$ cat config.mk
export PLATFORM = sky130hd
export DESIGN_NAME = pingpong_frame_buffer_flat
export DESIGN_NICKNAME = d
export VERILOG_FILES = /design/src/rtl/pingpong_frame_buffer_if.sv /design/src/rtl/pingpong_frame_buffer.sv /design/src/flat_wrapper.sv
export SDC_FILE = /design/constraint.sdc
export NUM_CORES = 1
export LEC_CHECK = 0
export CORE_UTILIZATION = 35
export DETAILED_ROUTE_END_ITERATION = 8
export PLACE_DENSITY = 0.53
export SYNTH_ARGS = -nofsm -noshare
export SYNTH_HDL_FRONTEND = slang
export SYNTH_SLANG_ARGS = --single-unit
$ cat constraint.sdc
create_clock -name clk -period 6.2 [get_ports clk]
set_input_delay 1.24 -clock clk [delete_from_list [all_inputs] [get_ports clk]]
set_output_delay 1.24 -clock clk [all_outputs]
set_load 0.01 [all_outputs]
$ cat src/rtl/pingpong_frame_buffer_if.sv
// Port bundle for pingpong_frame_buffer: frame capture input, streaming read
// output and status. The design connects through the slave modport.
interface pingpong_frame_buffer_if #(
    parameter int DATA_W = 24,
    parameter int NUM_CH = 2,
    parameter int DEPTH  = 16
);
    localparam int CH_W  = (NUM_CH > 1) ? $clog2(NUM_CH) : 1;
    localparam int LVL_W = $clog2(DEPTH) + 1;

    logic                     frame_valid_i;
    logic [NUM_CH*DATA_W-1:0] frame_i;
    logic                     rd_valid_o;
    logic                     rd_ready_i;
    logic [DATA_W-1:0]        rd_data_o;
    logic [CH_W-1:0]          rd_ch_o;
    logic                     rd_last_o;
    logic                     buffer_ready_o;
    logic                     overflow_o;
    logic                     clear_i;
    logic [LVL_W-1:0]         wr_level_o;

    modport master (
        output frame_valid_i, frame_i, rd_ready_i, clear_i,
        input  rd_valid_o, rd_data_o, rd_ch_o, rd_last_o,
               buffer_ready_o, overflow_o, wr_level_o
    );

    modport slave (
        input  frame_valid_i, frame_i, rd_ready_i, clear_i,
        output rd_valid_o, rd_data_o, rd_ch_o, rd_last_o,
               buffer_ready_o, overflow_o, wr_level_o
    );
endinterface

$ cat src/rtl/pingpong_frame_buffer.sv
// Two-bank frame buffer: NUM_CH-channel frames fill one bank while the other
// bank is streamed out word by word over valid/ready.
module pingpong_frame_buffer #(
    parameter int DATA_W    = 24,
    parameter int NUM_CH    = 2,
    parameter int DEPTH     = 16,
    parameter int OVERWRITE = 0
) (
    input logic clk,
    input logic rst,
    pingpong_frame_buffer_if.slave bus
);
    localparam int CH_W    = (NUM_CH > 1) ? $clog2(NUM_CH) : 1;
    localparam int AW      = $clog2(DEPTH);
    localparam int LVL_W   = AW + 1;
    localparam int FRAME_W = NUM_CH * DATA_W;

    localparam logic [LVL_W-1:0] FULL_LEVEL = LVL_W'(DEPTH);
    localparam logic [CH_W-1:0]  LAST_CH    = CH_W'(NUM_CH - 1);
    localparam logic [AW-1:0]    LAST_FRAME = AW'(DEPTH - 1);

    typedef enum logic {
        IDLE,
        READ
    } rd_state_t;

    rd_state_t state;

    logic [FRAME_W-1:0] mem [2][DEPTH];

    logic             wr_bank;
    logic [LVL_W-1:0] wr_level;
    logic             buffer_ready;
    logic             overflow;

    logic [AW-1:0]     rd_frame;
    logic [CH_W-1:0]   rd_chan;
    logic              rd_valid;
    logic [DATA_W-1:0] rd_data;
    logic [CH_W-1:0]   rd_ch;
    logic              rd_last;

    logic               full;
    logic               swap;
    logic               wr_en;
    logic               wr_sel_bank;
    logic [AW-1:0]      wr_addr;
    logic               overflow_event;
    logic [FRAME_W-1:0] rd_frame_word;
    logic [DATA_W-1:0]  rd_word;

    // A frame that coincides with a swap lands at index 0 of the bank that is
    // about to become the write bank.
    always_comb begin
        full           = (wr_level == FULL_LEVEL);
        swap           = full && (state == IDLE);
        wr_en          = 1'b0;
        wr_sel_bank    = wr_bank;
        wr_addr        = wr_level[AW-1:0];
        overflow_event = 1'b0;
        if (bus.frame_valid_i) begin
            if (swap) begin
                wr_en       = 1'b1;
                wr_sel_bank = ~wr_bank;
                wr_addr     = '0;
            end else if (!full) begin
                wr_en = 1'b1;
            end else begin
                overflow_event = 1'b1;
                if (OVERWRITE != 0) begin
                    wr_en   = 1'b1;
                    wr_addr = '0;
                end
            end
        end
    end

    always_ff @(posedge clk) begin
        if (wr_en) begin
            mem[wr_sel_bank][wr_addr] <= bus.frame_i;
        end
    end

    always_comb begin
        rd_frame_word = mem[~wr_bank][rd_frame];
        rd_word       = rd_frame_word[int'(rd_chan)*DATA_W +: DATA_W];
    end

    always_ff @(posedge clk or posedge rst) begin
        if (rst) begin
            wr_bank      <= 1'b0;
            wr_level     <= '0;
            buffer_ready <= 1'b0;
            overflow     <= 1'b0;
        end else begin
            buffer_ready <= swap;
            if (swap) begin
                wr_bank  <= ~wr_bank;
                wr_level <= {{(LVL_W-1){1'b0}}, bus.frame_valid_i};
            end else if (wr_en) begin
                wr_level <= full ? LVL_W'(1) : wr_level + 1'b1;
            end
            if (overflow_event) begin
                overflow <= 1'b1;
            end else if (bus.clear_i) begin
                overflow <= 1'b0;
            end
        end
    end

    // The output register reloads whenever it is empty or being consumed; the
    // handshake on the last word returns the FSM to IDLE instead.
    always_ff @(posedge clk or posedge rst) begin
        if (rst) begin
            state    <= IDLE;
            rd_frame <= '0;
            rd_chan  <= '0;
            rd_valid <= 1'b0;
            rd_data  <= '0;
            rd_ch    <= '0;
            rd_last  <= 1'b0;
        end else begin
            case (state)
                IDLE: begin
                    if (swap) begin
                        state    <= READ;
                        rd_frame <= '0;
                        rd_chan  <= '0;
                    end
                end
                READ: begin
                    if (!rd_valid || bus.rd_ready_i) begin
                        if (rd_valid && rd_last) begin
                            state    <= IDLE;
                            rd_valid <= 1'b0;
                            rd_last  <= 1'b0;
                        end else begin
                            rd_valid <= 1'b1;
                            rd_data  <= rd_word;
                            rd_ch    <= rd_chan;
                            rd_last  <= (rd_frame == LAST_FRAME) && (rd_chan == LAST_CH);
                            if (rd_chan == LAST_CH) begin
                                rd_chan  <= '0;
                                rd_frame <= rd_frame + 1'b1;
                            end else begin
                                rd_chan <= rd_chan + 1'b1;
                            end
                        end
                    end
                end
                default: state <= IDLE;
            endcase
        end
    end

    assign bus.rd_valid_o     = rd_valid;
    assign bus.rd_data_o      = rd_data;
    assign bus.rd_ch_o        = rd_ch;
    assign bus.rd_last_o      = rd_last;
    assign bus.buffer_ready_o = buffer_ready;
    assign bus.overflow_o     = overflow;
    assign bus.wr_level_o     = wr_level;
endmodule
$ cat src/flat_wrapper.sv
// flat-port wrapper written by rule: the top's interface ports become plain ports
module pingpong_frame_buffer_flat 
#(
    parameter int DATA_W    = 24,
    parameter int NUM_CH    = 2,
    parameter int DEPTH     = 16,
    parameter int OVERWRITE = 0
)
  (clk, rst, bus_frame_valid_i, bus_frame_i, bus_rd_ready_i, bus_clear_i, bus_rd_valid_o, bus_rd_data_o, bus_rd_ch_o, bus_rd_last_o, bus_buffer_ready_o, bus_overflow_o, bus_wr_level_o);
  pingpong_frame_buffer_if #(.DATA_W(DATA_W), .NUM_CH(NUM_CH), .DEPTH(DEPTH)) bus_i ();
  input logic clk;
  input logic rst;
  input wire logic [$bits(bus_i.frame_valid_i)-1:0] bus_frame_valid_i;
  input wire logic [$bits(bus_i.frame_i)-1:0] bus_frame_i;
  input wire logic [$bits(bus_i.rd_ready_i)-1:0] bus_rd_ready_i;
  input wire logic [$bits(bus_i.clear_i)-1:0] bus_clear_i;
  output wire logic [$bits(bus_i.rd_valid_o)-1:0] bus_rd_valid_o;
  output wire logic [$bits(bus_i.rd_data_o)-1:0] bus_rd_data_o;
  output wire logic [$bits(bus_i.rd_ch_o)-1:0] bus_rd_ch_o;
  output wire logic [$bits(bus_i.rd_last_o)-1:0] bus_rd_last_o;
  output wire logic [$bits(bus_i.buffer_ready_o)-1:0] bus_buffer_ready_o;
  output wire logic [$bits(bus_i.overflow_o)-1:0] bus_overflow_o;
  output wire logic [$bits(bus_i.wr_level_o)-1:0] bus_wr_level_o;
  assign bus_i.frame_valid_i = bus_frame_valid_i;
  assign bus_i.frame_i = bus_frame_i;
  assign bus_i.rd_ready_i = bus_rd_ready_i;
  assign bus_i.clear_i = bus_clear_i;
  assign bus_rd_valid_o = bus_i.rd_valid_o;
  assign bus_rd_data_o = bus_i.rd_data_o;
  assign bus_rd_ch_o = bus_i.rd_ch_o;
  assign bus_rd_last_o = bus_i.rd_last_o;
  assign bus_buffer_ready_o = bus_i.buffer_ready_o;
  assign bus_overflow_o = bus_i.overflow_o;
  assign bus_wr_level_o = bus_i.wr_level_o;
  pingpong_frame_buffer #(.DATA_W(DATA_W), .NUM_CH(NUM_CH), .DEPTH(DEPTH), .OVERWRITE(OVERWRITE)) u_core (.clk(clk), .rst(rst), .bus(bus_i));
endmodule
==> summary.txt, run 1 <==
Timing
  – Setup violations, final: 0
  – Layout Skew: 0.0301 ns
  – Slew HR: 0.0817
  – Final Hold Viols: 0
  – F_max: 265 MHz
  – Slew Limit Fails: 0
  – Worst Tran Pin Value: 1.37 ns
  – Total negative slack: 0 ns
  – RSZ-0062 raised after global routing: false
  – Worst Hold Margin: 0.535 ns
  – Setup ws final: 2.42 ns
  – Tcrit/Tclk final: 0.609
  – Crit path time final: 3.78 ns

Synth
  – EDFF count, synth: 1,536
  – Primary FF master, synth: edfxtp_1
  – Register area share after synthesis: 0.780
  – FFs w/ async S/R, synth: 0.0260
  – Synth Instances: 2,804
  – Post-synthesis net count: 2,860
  – Top cell type's share of synthesized area: 0.763
  – Synthesized cell area: 0.0604 mm^2
  – Top-count cell post-synth: edfxtp_1
  – #FFs+latches synth: 1,577
  – Synth top area cells: edfxtp_1 (76%), mux4_2 (9.9%), mux2i_1 (4.0%)
  – Top cells by count, synth: edfxtp_1 (1,536), mux4_2 (265), mux2i_1 (241)
  – Synth cell types: 49
  – Largest area contributor in the netlist: edfxtp_1
  – Ys Warns: 0
  – Syn_area_per_cell: 21.6 um^2

Placed design
  – Placed cell count: 5,141
  – RePlAce Congestion: 0.808
  – Pre-CTS setup slack: 1.76 ns
  – Detail Placement HPWL: 93,000 um
  – Port bufs: 86

Route
  – DR WL/cell: 29.7 um
  – Starting DRT DRC Count: 2,863
  – DRT antenna net count: 0
  – Vias per cell: 5.46
  – DRC Markers: 2
  – DR vias: 29.7k
  – Total wire length: 161,000 um
  – DRT Pass-1 Iters: 7

Pwr
  – Power Total: 0.0304 W
  – PD cells: 435 mW/mm^2
  – Worst IR Drop VDD: 0.000313 V
  – P_leak: 21.5 nW

Global routing
  – Met3 usage: 0.0284
  – GR met1 Demand/Resource: 0.255
  – Initial antenna violation count: 1
  – Total GRT Usage: 0.186
  – Largest net degree at the start of global routing: 94
  – Grt peak-use layer: met2
  – Routing usage on met2: 0.306
  – Grt ovf: 0
  – Global-route wire length before repair: 231,000 um
  – Vias in the first global route: 30.3k

Die
  – Die X: 418 um
  – Full die area: 0.174 mm^2
  – Starting Density: 0.352
  – Ports: 87
  – Placeable Area: 0.172 mm^2
  – Std cell rows: 152
  – Die Y: 418 um

Setup path
  – Crit path kind: reg2reg
  – Critical Path AT: 4.24 ns
  – Reg2Reg Depth: 8
  – Reg2reg start: u_core.bus.wr_level_o[0]
  – Crit. End Element: register
  – Reg-to-reg endpoint: u_core.mem[1][611]
  – Crit path max fanout: 22
  – Critical path startpoint: u_core.bus.wr_level_o[0]
  – Flop-to-flop setup slack: 2.42 ns
  – Startpoint Class: register
  – WP data required: 6.67 ns

CTS
  – CTS Buffer Depth: 3
  – H-tree Lvls: 4
  – CTS Buf Count: 159
  – CTS sink count: 1,577
  – Clk pin slew, worst setup/hold paths: 0.06 ns
  – Root Buffer: clkbuf_16
  – Worst skew pair latency: 0.80 ns
  – Post-CTS sizing: 0
  – Setup Fix Bufs, Post-CTS: 0
  – CTS tree: built
  – CTS Hold Bufs: 0

Flow run
  – Max Cap Viol: 0

Min path
  – End of the worst hold path: u_core.bus.rd_ch_o
  – Worst min path class: reg2reg
  – Hold path depth: 2
  – Hold_sp: u_core.bus.rd_ch_o

Final layout
  – Final Non-Filler Cells: 5,434
  – Final nets: 3,048
  – Share of layout cells above drive strength 1: 0.223
  – Layout area overhead: 15.6%
  – Antenna diodes: 0

Outcome
  – Status: finished with violations
  – Failing checks: design-rule violations
==> per-stage QoR <==
stage	instance area, um^2	util
after global routing	69900	0.407
after detailed placement	64700	0.377
after floorplan	60400	-
after global placement	64700	0.377
final	69900	0.407
after CTS	69900	0.407
==> worst max-delay path, cell delays in order (launching register included) <==
cell,delay [ns]
dfrtp_1,0.54
inv_1,0.18
ha_1,0.23
nor4bb_1,0.14
buf_4,0.18
nand2_1,0.17
nand3_1,0.58
nor2_4,0.99
buf_4,0.43
==> report_power, final <==
group / switching (W) / total [W] / internal [W]
Clock: 0.00404 / 0.00947 / 0.00543
Combinational: 0.00482 / 0.00795 / 0.00313
Sequential: 0.000523 / 0.0130 / 0.0125
Total: 0.00938 / 0.0304 / 0.0210
==> state kept, by name, summed over array words and instances (netlist names) <==
signal / count
u_core.bus.rd_ch_o: 1
u_core.bus.rd_data_o: 24
u_core.rd_chan: 1
u_core.rd_frame: 4
u_core.bus.rd_valid_o: 1
u_core.mem: 1536
u_core.bus.rd_last_o: 1
u_core.bus.wr_level_o: 5
u_core.bus.overflow_o: 1
u_core.wr_bank: 1
u_core.state: 1
u_core.bus.buffer_ready_o: 1
==> layout by cell type (no fill, tap or decap), types with 24 or more instances in the layout <==
| master | n |
|---|---|
| edfxtp_1 | 1536 |
| mux4_2 | 265 |
| mux2i_1 | 241 |
| clkbuf_16 | 162 |
| buf_4 | 89 |
| clkdlybuf4s50_1 | 85 |
| a221o_1 | 66 |
| o221ai_1 | 46 |
| mux2_2 | 45 |
| nand2_1 | 41 |
| dfrtp_1 | 36 |
| clkbuf_1 | 34 |
| a21oi_1 | 32 |
| clkinv_2 | 31 |
| nor2_4 | 26 |
| clkinv_1 | 26 |
| mux2_1 | 25 |
| a221oi_1 | 25 |
| o22ai_1 | 25 |
| o211ai_1 | 25 |
| o21a_1 | 24 |
==> layout make-up <==
type | instances | area [um^2]
clock buffers | 201 | 4250
clock inverters | 92 | 902
fillers | 15100 | 102000
inverters | 10 | 37.5
multi-input cells | 1051 | 12700
flip-flops and latches | 1577 | 47200
well taps | 2310 | 2890
repair buffers | 193 | 1880
==> worst max-delay path by stage <==
stage / end / cells after the start / slack (ns)
after global placement: u_core.mem[0][743] / 7 / 1.83
after floorplan: u_core.mem[0][384] / 3 / 0.58
after detailed placement: u_core.mem[1][609] / 6 / 1.76
after global routing: u_core.mem[0][726] / 10 / 2.24
after CTS: u_core.mem[1][620] / 8 / 2.44
final: u_core.mem[1][611] / 8 / 2.42
==> metal layers <==
metal	vias to the layer above	routed length (um)
met4	0	4080
met2	1047	79600
met5	-	0
met3	209	9320
li1	12300	-
met1	16100	68400
==> logic make-up (layout without fill, tap and decap cells) <==
| kind of cell | after synthesis | after routing | synth area share |
|---|---|---|---|
| xor+xnor | 3 | 3 | 0.000435 |
| simple gates | 133 | 133 | 0.00979 |
| fa+ha+maj | 3 | 3 | 0.000621 |
| compound gates | 336 | 336 | 0.0435 |
| buf+inv | 176 | 496 | 0.0140 |
| mux | 576 | 576 | 0.152 |
| flops | 1577 | 1577 | 0.780 |
Power figures use the tool's default switching activity.
==> inputs of run 2 (changes only) <==
==> constraint.sdc (replaced) <==
create_clock -name clk -period 3.7 [get_ports clk]
set_input_delay 0.74 -clock clk [delete_from_list [all_inputs] [get_ports clk]]
set_output_delay 0.74 -clock clk [all_outputs]
set_load 0.01 [all_outputs]
==> run 2 against run 1 <==
Net effect: clock skew is 0.0044 ns higher; clock-buffer cell count up 13; the flow still finishes with violations (design-rule violations); register-to-register slack got worse by 2.0 ns; highest routed layer unchanged; critical path depth shrank 1; fmax up 14%; non-clock buffer count increased by 77; utilization up 0.55 points.
==> summary.txt, run 2 (same netlist as run 1, synthesis figures left out) <==
Placed design
  – Port bufs: 86
  – Detail Placement HPWL: 95,000 um
  – Pre-CTS setup slack: 0.303 ns
  – Placed cell count: 5,218
  – RePlAce Congestion: 0.813

Timing
  – Slew HR: 0.106
  – Setup violations, final: 0
  – Setup ws final: 0.393 ns
  – RSZ-0062 raised after global routing: false
  – Layout Skew: 0.0345 ns
  – Final Hold Viols: 0
  – F_max: 302 MHz
  – Total negative slack: 0 ns
  – Tcrit/Tclk final: 0.894
  – Crit path time final: 3.31 ns
  – Slew Limit Fails: 0
  – Worst Tran Pin Value: 1.34 ns

Setup path
  – Crit path max fanout: 24
  – WP data required: 4.32 ns
  – Crit path kind: reg2reg
  – CP cell instances: buf_4 > buf_4 > mux4_2 > nor2_1 > o211ai_1 > a32oi_1 > o21ai_1
  – Startpoint Class: register
  – Critical Path AT: 3.93 ns
  – Flop-to-flop setup slack: 0.39 ns
  – Crit. End Element: register
  – Cell seen most often among critical-path stages: buf_4
  – Slowest stage delay, CP: 0.77 ns
  – Reg2Reg Depth: 7
  – Reg-to-reg endpoint: u_core.bus.rd_data_o[9]
  – Reg2reg start: u_core.rd_frame[0]
  – Critical path's slowest cell: dfrtp_4

CTS
  – CTS Hold Bufs: 0
  – CTS sink count: 1,577
  – Root Buffer: clkbuf_16
  – Clk pin slew, worst setup/hold paths: 0.06 ns
  – Post-CTS sizing: 0
  – Worst skew pair latency: 0.80 ns
  – CTS Buf Count: 159
  – Setup Fix Bufs, Post-CTS: 0
  – CTS Buffer Depth: 3
  – H-tree Lvls: 4
  – CTS tree: built

Final layout
  – Biggest register: u_core.mem
  – Final Non-Filler Cells: 5,513
  – Layout area overhead: 17.1%
  – Commonest cells after routing, fill and taps aside: edfxtp_1 (1,536), mux4_2 (265), mux2i_1 (241)
  – Final Util: 0.413
  – Final nets: 3,125
  – Share of layout cells above drive strength 1: 0.236
  – Max reg flops: 1,536
  – Commonest non-fill, non-tap cell in the layout: edfxtp_1

Die
  – Die Y: 418 um
  – Placeable Area: 0.172 mm^2
  – Std cell rows: 152
  – Starting Density: 0.352
  – Full die area: 0.174 mm^2
  – Die X: 418 um
  – Ports: 87

Min path
  – Worst min path class: in2async

Route
  – DR vias: 29.6k
  – DR WL/cell: 29.3 um
  – Starting DRT DRC Count: 3,001
  – Vias per cell: 5.37
  – DRT antenna net count: 0
  – DRT Pass-1 Iters: 7
  – Total wire length: 162,000 um
  – DRC Markers: 2

Outcome
  – Failing checks: design-rule violations
  – Status: finished with violations

Flow run
  – Max Cap Viol: 0

Global routing
  – Initial antenna violation count: 4
  – Total GRT Usage: 0.186
  – Vias in the first global route: 30.9k
  – Grt ovf: 0
  – Largest net degree at the start of global routing: 51
  – Global-route wire length before repair: 230,000 um

Pwr
  – P_leak: 22.0 nW
  – PD cells: 723 mW/mm^2
  – Worst IR Drop VDD: 0.000420 V
## run 2: changes by cell type in the layout (fill, tap and decap cells not counted), moves of 6 or more
cell,before,now
clkbuf_1,34,46
clkinv_2,31,22
nor3_4,0,6
buf_4,89,132
nor3_2,6,0
buf_12,18,52
bufinv_16,13,7
clkinv_1,26,32
## run 2: metrics by stage
stage	hold WS [ns]	area, um^2	total power [W]
floorplan	0.504	60500	0.0301
CTS	0.294	70800	0.0517
finish	0.325	70800	0.0512
detailed placement	0.505	65800	0.0361
global placement	0.509	65800	0.0360
global route	0.346	70800	0.0530
## run 2: metal layers
metal  up-vias  track usage  wire, um
met4         0       0.0565      4370
met3       208       0.0332      9450
li1      12400            -         -
met5         -            0         0
met1     16000        0.244     66800
met2       995        0.313     81200
## run 2: final cells by class
| class | instances | area (um^2) |
|---|---|---|
| multi-input combinational | 1051 | 12800 |
| sequential | 1577 | 47200 |
| antenna | 1 | 2.50 |
| clock buffer | 214 | 4300 |
| inverter | 10 | 37.5 |
| fill | 15000 | 101000 |
| clock inverter | 80 | 749 |
| tap | 2310 | 2890 |
| timing repair buffer | 270 | 2890 |
## run 2: worst max-delay path by stage
stage / from / endpoint / cells past startpoint
after floorplan: u_core.bus.wr_level_o[0] / u_core.mem[0][720] / 10
final: u_core.rd_frame[0] / u_core.bus.rd_data_o[9] / 7
after detailed placement: bus_frame_valid_i / u_core.mem[0][197] / 6
after CTS: u_core.rd_frame[0] / u_core.bus.rd_data_o[9] / 7
after global placement: bus_frame_valid_i / u_core.mem[0][197] / 6
after global routing: u_core.bus.wr_level_o[1] / u_core.mem[0][345] / 10
## run 2: power breakdown
group	switching (W)	leakage (nW)	internal, W
Clock	0.00681	2.44	0.00873
Combinational	0.00815	5.20	0.00579
Sequential	0.000844	14.3	0.0209
## run 2: critical path, delay by kind of cell (launching register included)
family	cells	cell delay, ns
AOI/OAI and AO/OA	3	0.98
buffers and inverters	2	0.74
DFF	1	0.77
muxes	1	0.51
and+or+nand+nor	1	0.09
